[config.mk]
export PLATFORM = sky130hd
export DESIGN_NAME = csa_accum_ctrl
export DESIGN_NICKNAME = d
export VERILOG_FILES = /design/src/rtl/csa_accum_ctrl.sv
export SDC_FILE = /design/constraint.sdc
export NUM_CORES = 1
export LEC_CHECK = 0
export CAP_MARGIN = 20
export CORE_ASPECT_RATIO = 1.1
export CORE_MARGIN = 2
export CORE_UTILIZATION = 55
export DETAILED_ROUTE_END_ITERATION = 10
export PLACE_DENSITY_LB_ADDON = 0.12
export REMOVE_ABC_BUFFERS = 1
export SYNTH_ARGS = -nofsm -noshare
export SYNTH_HDL_FRONTEND = slang
export SYNTH_SLANG_ARGS = --single-unit
[constraint.sdc]
create_clock -name clk -period 5.2 [get_ports clk]
set_input_delay 1.04 -clock clk [delete_from_list [all_inputs] [get_ports clk]]
set_output_delay 1.04 -clock clk [all_outputs]
set_load 0.01 [all_outputs]
[src/rtl/csa_accum_ctrl.sv]
// Carry-save accumulator sequencer: accumulates a stream of operands in redundant
// (sum, carry) form, then resolves the pair with a chunked carry-propagate add.
`timescale 1ns/1ps
module csa_accum_ctrl #(
    parameter int unsigned WIDTH = 44,
    parameter int unsigned CHUNK = 11,
    parameter int unsigned CNT_W = 8
) (
    input  logic             clk,
    input  logic             rst_n,
    input  logic             in_valid,
    output logic             in_ready,
    input  logic [WIDTH-1:0] in_data,
    input  logic             in_last,
    output logic             out_valid,
    input  logic             out_ready,
    output logic [WIDTH-1:0] out_data,
    output logic [CNT_W-1:0] out_count,
    output logic             out_sat
);

    localparam int unsigned NCH = WIDTH / CHUNK;
    localparam int unsigned KW  = (NCH > 1) ? $clog2(NCH) : 1;
    localparam logic [KW-1:0] K_LAST = KW'(NCH - 1);

    typedef enum logic [1:0] {
        IDLE    = 2'd0,
        ACCUM   = 2'd1,
        RESOLVE = 2'd2,
        DONE    = 2'd3
    } state_t;

    state_t               state;
    logic [WIDTH-1:0]     s_q;
    logic [WIDTH-1:0]     c_q;
    logic [CNT_W-1:0]     cnt_q;
    logic                 sat_q;
    logic [KW-1:0]        k_q;
    logic                 cy_q;

    logic                 accept;
    logic [WIDTH-1:0]     csa_s;
    logic [WIDTH-1:0]     csa_c;
    logic [CHUNK:0]       chunk_sum;
    logic [WIDTH+CHUNK-1:0] od_shift;

    // 3:2 compression; the carry out of the top bit falls off the shift
    always_comb begin
        accept    = in_valid & in_ready;
        csa_s     = s_q ^ c_q ^ in_data;
        csa_c     = ((s_q & c_q) | (s_q & in_data) | (c_q & in_data)) << 1;
        chunk_sum = (CHUNK+1)'(s_q[CHUNK-1:0]) + (CHUNK+1)'(c_q[CHUNK-1:0])
                  + (CHUNK+1)'(cy_q);
        od_shift  = {chunk_sum[CHUNK-1:0], out_data} >> CHUNK;
    end

    // S and C shift down one chunk per resolve cycle; result fills from the top
    always_ff @(posedge clk or negedge rst_n) begin
        if (!rst_n) begin
            state     <= IDLE;
            s_q       <= '0;
            c_q       <= '0;
            cnt_q     <= '0;
            sat_q     <= 1'b0;
            k_q       <= '0;
            cy_q      <= 1'b0;
            in_ready  <= 1'b0;
            out_valid <= 1'b0;
            out_data  <= '0;
            out_count <= '0;
            out_sat   <= 1'b0;
        end else begin
            case (state)
                IDLE: begin
                    in_ready <= 1'b1;
                    if (accept) begin
                        s_q   <= in_data;
                        c_q   <= '0;
                        cnt_q <= CNT_W'(1);
                        sat_q <= 1'b0;
                        if (in_last) begin
                            state    <= RESOLVE;
                            in_ready <= 1'b0;
                            k_q      <= '0;
                            cy_q     <= 1'b0;
                        end else begin
                            state <= ACCUM;
                        end
                    end
                end
                ACCUM: begin
                    in_ready <= 1'b1;
                    if (accept) begin
                        s_q <= csa_s;
                        c_q <= csa_c;
                        if (&cnt_q) begin
                            sat_q <= 1'b1;
                        end else begin
                            cnt_q <= cnt_q + CNT_W'(1);
                        end
                        if (in_last) begin
                            state    <= RESOLVE;
                            in_ready <= 1'b0;
                            k_q      <= '0;
                            cy_q     <= 1'b0;
                        end
                    end
                end
                RESOLVE: begin
                    in_ready <= 1'b0;
                    s_q      <= s_q >> CHUNK;
                    c_q      <= c_q >> CHUNK;
                    cy_q     <= chunk_sum[CHUNK];
                    out_data <= od_shift[WIDTH-1:0];
                    k_q      <= k_q + KW'(1);
                    if (k_q == K_LAST) begin
                        state     <= DONE;
                        out_valid <= 1'b1;
                        out_count <= cnt_q;
                        out_sat   <= sat_q;
                    end
                end
                DONE: begin
                    in_ready <= 1'b0;
                    if (out_ready) begin
                        out_valid <= 1'b0;
                        in_ready  <= 1'b1;
                        state     <= IDLE;
                    end
                end
                default: begin
                    state    <= IDLE;
                    in_ready <= 1'b0;
                end
            endcase
        end
    end

endmodule

==> flow_summary.yaml, run 1 <==
outcome:
  outcome: "finished clean"
cells_and_area:
  area_growth_pct: 20.3
  diodes: 0
  fillers: 1113
  fin_util_pct: 67.9
  seq_area_um2: 3930
  final_cells: 1070
  drive_gt1_share_pct: 15.2
  multi_input_area_um2: 4370
  final_nets: 972
  stdcell_area_um2: 10300
clock_network:
  cts_root_buffer: "clkbuf_16"
  tritoncts: "yes"
  post_cts_buffers: 0
  clockBufferDepth: 2
  clock-sinks: 157
  htree_levels: 4
  ctsHoldBuffers: 0
  clk_latency_ns: 0.43
  ctsResizeCount: 0
  clkTransAtPathRegs_ns: 0.06
  cts_buffers: 17
sta:
  fin_skew_ns: 0.00738
  grt_setup_unrepaired: "false"
  max_slew_margin_pct: 25.3
  worst_slew_pin_slew_ns: 1.12
  final_max_slew_viol_count: 0
  max_freq_mhz: 322
  period_minus_slack_ns: 3.10
  fin_tns_setup_ns: 0
  finalSetupViolCount: 0
  hold_violations: 0
  timing.final.crit_share_pct: 59.7
  worst_hold_slack_ns: 0.502
worst_setup_path:
  critical_path.max_fanout: 95
  path_cells: "clkdlybuf4s50_1 > nand2_1 > mux2_4 > buf_4 > a221oi_1 > a21oi_1"
  crit_type: "input port to register"
  critPathMaxStageDelay_ns: 0.93
  endpoint_kind: "register"
  critPathArrivalTime_ns: 3.45
  cp_slowest_cell: "mux2_4"
  critPathLaunchType: "input port"
  cp.required_ns: 5.54
power_and_ir_drop:
  p_per_area_nw_per_um2: 721
  peakVddDrop_uv: 568
  power.leakage_nw: 4.55
die:
  core.rowCount: 47
  die_h_um: 135
  io_pins: 104
  start_util_pct: 56.5
  die_area_um2: 16600
  fp.dieW_um: 123
  fp.coreArea_um2: 15200
global_route:
  overflow: 0
  grt_util_all_layers_pct: 25.5
  antenna_found_initial: 0
  grt_max_degree: 96
  grt_pass1_vias: 6590
  grt_pass1_wl_mm: 33.3
place:
  dp_hpwl_mm: 12.9
  dpl-instance-area_um2: 9680
  dpl.cell_count: 1039
  portBuffers: 103
  place.gp.congestion: 0.781
route:
  wl_mm: 19.8
  avgRoutedWirePerCell_um: 18.5
  dr.pass1.iters: 5
  avgViaCountPerCell: 6.05
  dr_total_vias: 6478
  drt-initial-drc-count: 456
  drcViolationCount: 0
  postRouteAntennaNets: 0
yosys:
  syn_avg_cell_area_um2: 11.0
  syn_area_um2: 8570
  synth-warning-count: 0
  syn_inst: 781
  synth_top_flop_cell: "dfrtp_1"
  async_flop_share_pct: 100
  seq_area_frac_synth_pct: 45.9
  synth-edff-count: 0
  ys_types: 57
  ys_seq_elements: 157
min_path:
  hold_class: "register to register"
job:
  drv_cap: 0
power breakdown:
group	total [W]	switching (W)	internal, W
Clock	0.00131	0.000484	0.000828
Sequential	0.00233	0.000547	0.00178
Combinational	0.00379	0.00211	0.00168
Total	0.00743	0.00314	0.00429
path summary, 6_finish.rpt:
kind | from | endpoint | slack (ns) | cells past startpoint
max | in_valid | c_q[1]$_DFFE_PN0P_ | 2.10 | 6
min | out_data[5]$_DFFE_PN0P_ | out_data[5]$_DFFE_PN0P_ | 0.50 | 1
max reg2reg | state[0]$_DFFE_PN0P_ | c_q[1]$_DFFE_PN0P_ | 2.25 | 8
min reg2reg | out_data[5]$_DFFE_PN0P_ | out_data[5]$_DFFE_PN0P_ | 0.50 | 1
max in group asynchronous | rst_n | c_q[9]$_DFFE_PN0P_ | 3.52 | 2
min in group asynchronous | rst_n | out_count[6]$_DFFE_PN0P_ | 0.55 | 1
cell type report:
class | count | share of cell area (%)
tap | 196 | 2.38
clock inverter | 6 | 1.02
inverter | 10 | 0.364
clock buffer | 25 | 5.00
timing repair buffer | 113 | 10.7
sequential | 157 | 38.1
multi-input combinational | 563 | 42.4
metal layers:
metal  vias up  part of all wire, %  track usage (%)  wire length, µm
met4         0                  1.3             7.51              264
met1      3291                   43             34.5             8570
met5         -                    0                0                0
met3        23                  4.8             4.01              940
met2       192                   51             42.6             9990
li1       2972                    -                -                -
cells in the mapped netlist (all sizes together) (6+ instances only):
library cell,count,share of area (%)
mux2,49,6.4
ha,16,2.3
o21ai,64,3.7
buf,30,2.0
nor2,104,4.6
a22oi,25,2.2
fa,45,11
a21o,9,0.79
a221oi,50,7.3
o31ai,11,0.96
clkbuf,21,0.92
nor3,6,0.41
a22o,7,0.72
nand2,99,4.3
dfrtp,157,46
a21oi,10,0.58
inv,10,0.44
nand3,19,1.1
cells by family (layout without fill, tap and decap cells):
kind of cell / count (synthesis) / in the layout / share of synthesized area, %
simple gates: 245 / 245 / 11.9
compound gates: 199 / 199 / 18.5
flops: 157 / 157 / 45.9
fa+ha+maj: 61 / 61 / 12.9
buf+inv: 61 / 154 / 3.34
mux: 54 / 54 / 7.17
xor+xnor: 4 / 4 / 0.409
registers in the layout (all words and copies together), names as in the netlist:
| signal | flops |
|---|---|
| state | 2 |
| cnt_q | 8 |
| k_q | 2 |
| cy_q | 1 |
| out_valid | 1 |
| sat_q | 1 |
| c_q | 44 |
| out_count | 8 |
| in_ready | 1 |
| s_q | 44 |
| out_data | 44 |
| out_sat | 1 |
critical path, delay by kind of cell:
| family | cells | cell delay, ns |
|---|---|---|
| buf+inv | 2 | 0.96 |
| mux | 1 | 0.93 |
| compound gates | 2 | 0.25 |
| simple gates | 1 | 0.21 |
stage by stage:
step | setup WS, ns | total power (W)
floorplan | 1.00 | 0.00482
global placement | 1.78 | 0.00591
detailed placement | 1.71 | 0.00611
CTS | 2.14 | 0.00746
global route | 1.94 | 0.00802
finish | 2.10 | 0.00743
placed cells by master (no fill, tap or decap), types with 7 or more instances in the layout:
cell             netlist  layout
mux2_2                49      48
nand2_1               99      99
a221oi_2              30      30
nand3_1               19      19
a22o_1                 7       7
a21oi_1               10      10
ha_1                  16      15
dfrtp_1              157     157
a221oi_1              20      20
a22oi_1               25      25
o21ai_0               38      38
a21o_1                 9       9
fa_1                  45      45
nor2_1               103     103
inv_1                  7       7
buf_4                  0      10
o31ai_1               11      11
clkdlybuf4s50_1        0     102
clkbuf_16              0      17
o21ai_1               26      26
Power figures use the tool's default switching activity.
==> run 2, diff against run 1 <==
--- a/config.mk
+++ b/config.mk
@@ -8,7 +8,7 @@
 export CAP_MARGIN = 20
 export CORE_ASPECT_RATIO = 1.1
 export CORE_MARGIN = 2
-export CORE_UTILIZATION = 55
+export CORE_UTILIZATION = 51
 export DETAILED_ROUTE_END_ITERATION = 10
 export PLACE_DENSITY_LB_ADDON = 0.12
 export REMOVE_ABC_BUFFERS = 1
==> constraint.sdc (replaced) <==
create_clock -name clk -period 2.64 [get_ports clk]
set_input_delay 0.528 -clock clk [delete_from_list [all_inputs] [get_ports clk]]
set_output_delay 0.528 -clock clk [all_outputs]
set_load 0.01 [all_outputs]
==> flow_summary.yaml, run 2 (synthesis gave the netlist of run 1 again) <==
outcome:
  outcome: "finished clean"
min_path:
  hold_class: "input port to async pin"
global_route:
  antenna_found_initial: 0
  grt_max_degree: 69
  grt_util_all_layers_pct: 23.9
  grt_pass1_vias: 6536
  grt_pass1_wl_mm: 33.8
  overflow: 0
route:
  dr.pass1.iters: 5
  route.met3.wl_um: 813
  drcViolationCount: 0
  avgRoutedWirePerCell_um: 18.4
  wl_mm: 20.1
  avgViaCountPerCell: 5.87
  postRouteAntennaNets: 0
  wl_met1_mm: 8.73
  drt-initial-drc-count: 357
  top_layer_used: "met4"
  wl_met2_mm: 10.2
  dr_total_vias: 6402
clock_network:
  ctsHoldBuffers: 0
  htree_levels: 4
  post_cts_buffers: 0
  clkTransAtPathRegs_ns: 0.06
  clk_latency_ns: 0.43
  clock-sinks: 157
  tritoncts: "yes"
  cts_buffers: 17
  ctsResizeCount: 0
  clockBufferDepth: 2
  cts_root_buffer: "clkbuf_16"
sta:
  period_minus_slack_ns: 2.40
  timing.final.crit_share_pct: 90.8
  max_freq_mhz: 417
  max_slew_margin_pct: 55.7
  finalSetupViolCount: 0
  final_max_slew_viol_count: 0
  hold_violations: 0
  fin_skew_ns: 0.00714
  grt_setup_unrepaired: "false"
  worst_slew_pin_slew_ns: 0.665
  worst_hold_slack_ns: 0.106
die:
  die_h_um: 140
  fp.dieW_um: 128
  fp.coreArea_um2: 16400
  io_pins: 104
  core.rowCount: 49
  start_util_pct: 52.1
  die_area_um2: 17900
worst_setup_path:
  critPathArrivalTime_ns: 2.73
  cp.required_ns: 2.98
  crit-reg2reg-launch: "s_q[0]$_DFFE_PN0P_"
  r2r_cells: 8
  critPathLaunchType: "register"
  reg2reg_setup_slack_ns: 0.24
  critical_path.max_fanout: 3
  r2r_end: "out_data[41]$_DFFE_PN0P_"
  crit_type: "register to register"
  endpoint_kind: "register"
power_and_ir_drop:
  switching_share_pct: 41.9
  p_int_w: 0.00863
  p_total_w: 0.0148
  peakVddDrop_uv: 1010
  power.switching_w: 0.00622
  power.leakage_nw: 4.61
  pwr-share-clk_pct: 17.7
  seqPwrFrac_pct: 30.8
  p_comb_share_pct: 51.5
  p_per_area_nw_per_um2: 1420
cells_and_area:
  diodes: 0
  fillers: 1307
  drive_gt1_share_pct: 16.5
  reg_top3: "c_q (44), out_data (44), s_q (44)"
  final_nets: 983
  final_common_cell: "dfrtp_1"
  stdcell_area_um2: 10500
  final_cell_mix: "dfrtp_1 (157), nor2_1 (103), clkdlybuf4s50_1 (102)"
  fin_util_pct: 63.8
  area_growth_pct: 22.3
place:
  dpl-instance-area_um2: 9840
  place.gp.congestion: 0.838
  dp_hpwl_mm: 13.7
  portBuffers: 103
job:
  drv_cap: 0
[run 2: cell types whose count changed in the layout (fill, tap and decap cells not counted), sizes merged]
cell | previous run | this run
clkinvlp | 0 | 3
bufinv | 3 | 4
clkbuf | 25 | 22
buf | 11 | 22
[run 2: how the worst max path moves through the flow]
stage                               from                        to  slack [ns]  cells past startpoint
floorplan           state[0]$_DFFE_PN0P_        c_q[1]$_DFFE_PN0P_       -1.56                      6
global placement                in_valid       s_q[34]$_DFFE_PN0P_        0.26                      6
detailed placement              in_valid       s_q[39]$_DFFE_PN0P_        0.23                      6
CTS                   s_q[0]$_DFFE_PN0P_  out_data[41]$_DFFE_PN0P_        0.25                      8
global route          s_q[0]$_DFFE_PN0P_  out_data[41]$_DFFE_PN0P_        0.14                      8
finish                s_q[0]$_DFFE_PN0P_  out_data[41]$_DFFE_PN0P_        0.24                      8
[run 2: final cells by class]
| class | count | area [µm²] | area share [%] |
|---|---|---|---|
| Clock buffer | 22 | 474 | 4.53 |
| Clock inverter | 10 | 161 | 1.54 |
| Inverter | 10 | 37.5 | 0.358 |
| Multi-Input combinational cell | 563 | 4370 | 41.7 |
| Sequential cell | 157 | 3930 | 37.5 |
| Tap cell | 204 | 255 | 2.44 |
| Timing Repair Buffer | 124 | 1250 | 12.0 |
[run 2: per-layer routing]
layer | vias up | GRT usage, %
met5 | - | 0
met4 | 0 | 8.04
met3 | 27 | 4.16
met2 | 174 | 39.3
met1 | 3217 | 32.3
li1 | 2984 | -
[run 2: power by group through the flow]
stage               Clock, W  Combinational, W  Sequential (W)
CTS                  0.00268           0.00767         0.00458
floorplan                  0           0.00497         0.00452
finish               0.00263           0.00764         0.00457
global route         0.00278           0.00853         0.00476
global placement           0           0.00733         0.00457
detailed placement         0           0.00763         0.00462
[run 2: worst max-delay path, cell delays in order, from the launching register on]
cell and delay, ns:
dfrtp_1 0.43, fa_1 0.50, inv_1 0.10, fa_1 0.21, nor2b_1 0.08, o31ai_1 0.38
a211oi_1 0.20, o21a_1 0.22, o31ai_1 0.20
[run 2: stage by stage]
step           setup slack (ns)  instances  TNS, ns
2_1_floorplan             -1.56        730   -83.15
3_3_place_gp              0.261       1058        0
3_5_place_dp              0.229       1058        0
4_1_cts                   0.251       1090        0
5_1_grt                   0.144       1090        0
6_report                  0.242       1090        0
==> run 3, diff against run 2 <==
--- a/config.mk
+++ b/config.mk
@@ -15,3 +15,4 @@
 export SYNTH_ARGS = -nofsm -noshare
 export SYNTH_HDL_FRONTEND = slang
 export SYNTH_SLANG_ARGS = --single-unit
+export TNS_END_PERCENT = 30
==> constraint.sdc (replaced) <==
create_clock -name clk -period 2.64 [get_ports clk]
set_input_delay 0.792 -clock clk [delete_from_list [all_inputs] [get_ports clk]]
set_output_delay 0.792 -clock clk [all_outputs]
set_load 0.01 [all_outputs]
==> flow_summary.yaml, run 3 (synthesis gave the netlist of run 1 again) <==
outcome:
  outcome: "finished clean"
sta:
  fin_skew_ns: 0.00948
  grt_setup_unrepaired: "false"
  final_max_slew_viol_count: 0
  max_freq_mhz: 411
  hold_violations: 0
  finalSetupViolCount: 0
  period_minus_slack_ns: 2.43
  max_slew_margin_pct: 63.7
  timing.final.crit_share_pct: 92.1
  worst_slew_pin_slew_ns: 0.544
global_route:
  grt_util_all_layers_pct: 24.3
  grt_pass1_wl_mm: 34.6
  overflow: 0
  antenna_found_initial: 0
  grt_max_degree: 55
  grt_pass1_vias: 6708
power_and_ir_drop:
  power.leakage_nw: 4.60
  power.switching_w: 0.00627
  switching_share_pct: 42.6
  p_int_w: 0.00846
  p_comb_share_pct: 52.1
  p_per_area_nw_per_um2: 1410
  pwr-share-clk_pct: 16.6
  peakVddDrop_uv: 606
  seqPwrFrac_pct: 31.4
die:
  fp.coreArea_um2: 16400
  die_area_um2: 17900
  die_h_um: 140
  fp.dieW_um: 128
  start_util_pct: 52.1
  io_pins: 104
  core.rowCount: 49
cells_and_area:
  final_nets: 986
  diodes: 0
  final_cell_mix: "dfrtp_1 (157), nor2_1 (103), clkdlybuf4s50_1 (102)"
  fin_util_pct: 63.7
  reg_top3: "c_q (44), out_data (44), s_q (44)"
  final_common_cell: "dfrtp_1"
  drive_gt1_share_pct: 16.8
  area_growth_pct: 22.1
  stdcell_area_um2: 10500
route:
  dr.pass1.iters: 5
  avgRoutedWirePerCell_um: 18.8
  wl_mm: 20.6
  drcViolationCount: 0
  postRouteAntennaNets: 0
  dr_total_vias: 6456
  drt-initial-drc-count: 460
  avgViaCountPerCell: 5.91
job:
  drv_cap: 0
worst_setup_path:
  crit_buf_inv: 1
  reg2reg_setup_slack_ns: 0.21
  path_cells: "fa_1 > inv_1 > fa_1 > nor2b_1 > o31ai_1 > a21oi_1 > or3_1 > nand3_1"
  critical_path.max_fanout: 3
  crit_family: "adder cells"
  endpoint_kind: "register"
  cp_slowest_cell: "fa_1"
  cp.required_ns: 3.00
  critPathArrivalTime_ns: 2.79
  crit_type: "register to register"
  critPathLaunchType: "register"
  critPathMaxStageDelay_ns: 0.49
  crit_top_cell: "fa_1"
clock_network:
  htree_levels: 4
  tritoncts: "yes"
  cts_buffers: 17
  clk_latency_ns: 0.42
  clock-sinks: 157
  post_cts_buffers: 0
  cts_root_buffer: "clkbuf_16"
  ctsResizeCount: 0
  ctsHoldBuffers: 0
  clkTransAtPathRegs_ns: 0.06
  clockBufferDepth: 2
place:
  dpl-instance-area_um2: 9880
  portBuffers: 103
  place.gp.congestion: 0.814
  dp_hpwl_mm: 14.0
min_path:
  hold_class: "input port to async pin"
-- run 3: changes by cell type in the layout (fill, tap and decap cells not counted), sizes merged --
cell	before	now
bufinv	4	2
clkinvlp	3	6
clkinv	3	2
clkbuf	22	21
buf	22	25
-- run 3: path summary, 6_finish.rpt --
check	from	to	depth (start not counted)
worst min register to register	out_data[1]$_DFFE_PN0P_	out_data[1]$_DFFE_PN0P_	1
worst min-delay path	rst_n	cnt_q[2]$_DFFE_PN0P_	1
worst max-delay path	s_q[0]$_DFFE_PN0P_	out_data[43]$_DFFE_PN0P_	8
max in group asynchronous	rst_n	state[1]$_DFFE_PN0P_	2
worst max register to register	s_q[0]$_DFFE_PN0P_	out_data[43]$_DFFE_PN0P_	8
min in group clk	out_data[1]$_DFFE_PN0P_	out_data[1]$_DFFE_PN0P_	1
-- run 3: per-layer routing --
layer / GRT usage, % / vias up / part of all wire [%]
met5: 0 / - / 0
met4: 7.87 / 0 / 1.3
met3: 3.28 / 21 / 3.5
met2: 40.7 / 174 / 51
met1: 33.0 / 3266 / 44
li1: - / 2995 / -
-- run 3: power by group through the flow --
stage	Clock, W	Combinational [W]	Sequential [W]
after global placement	0	0.00734	0.00459
after CTS	0.00248	0.00770	0.00463
final	0.00244	0.00767	0.00462
after detailed placement	0	0.00762	0.00466
after floorplan	0	0.00497	0.00452
after global routing	0.00259	0.00856	0.00479
-- run 3: area by class of cell --
cell class                 instances  area [µm²]
sequential                       157        3930
fill                            1281        5970
tap                              204         255
timing repair buffer             127        1290
inverter                          10        37.5
clock buffer                      21         470
multi-input combinational        563        4370
clock inverter                    10         115
-- run 3: metrics by stage --
stage	power (W)	worst slack, ns	hold slack [ns]	setup TNS, ns	cells
final	0.0147	0.208	0.339	0	1092
after global routing	0.0159	0.148	0.364	0	1092
after CTS	0.0148	0.243	0.341	0	1092
after detailed placement	0.0123	0.0919	0.494	0	1061
after global placement	0.0119	0.128	0.488	0	1061
after floorplan	0.00949	-1.56	0.482	-83.48	730
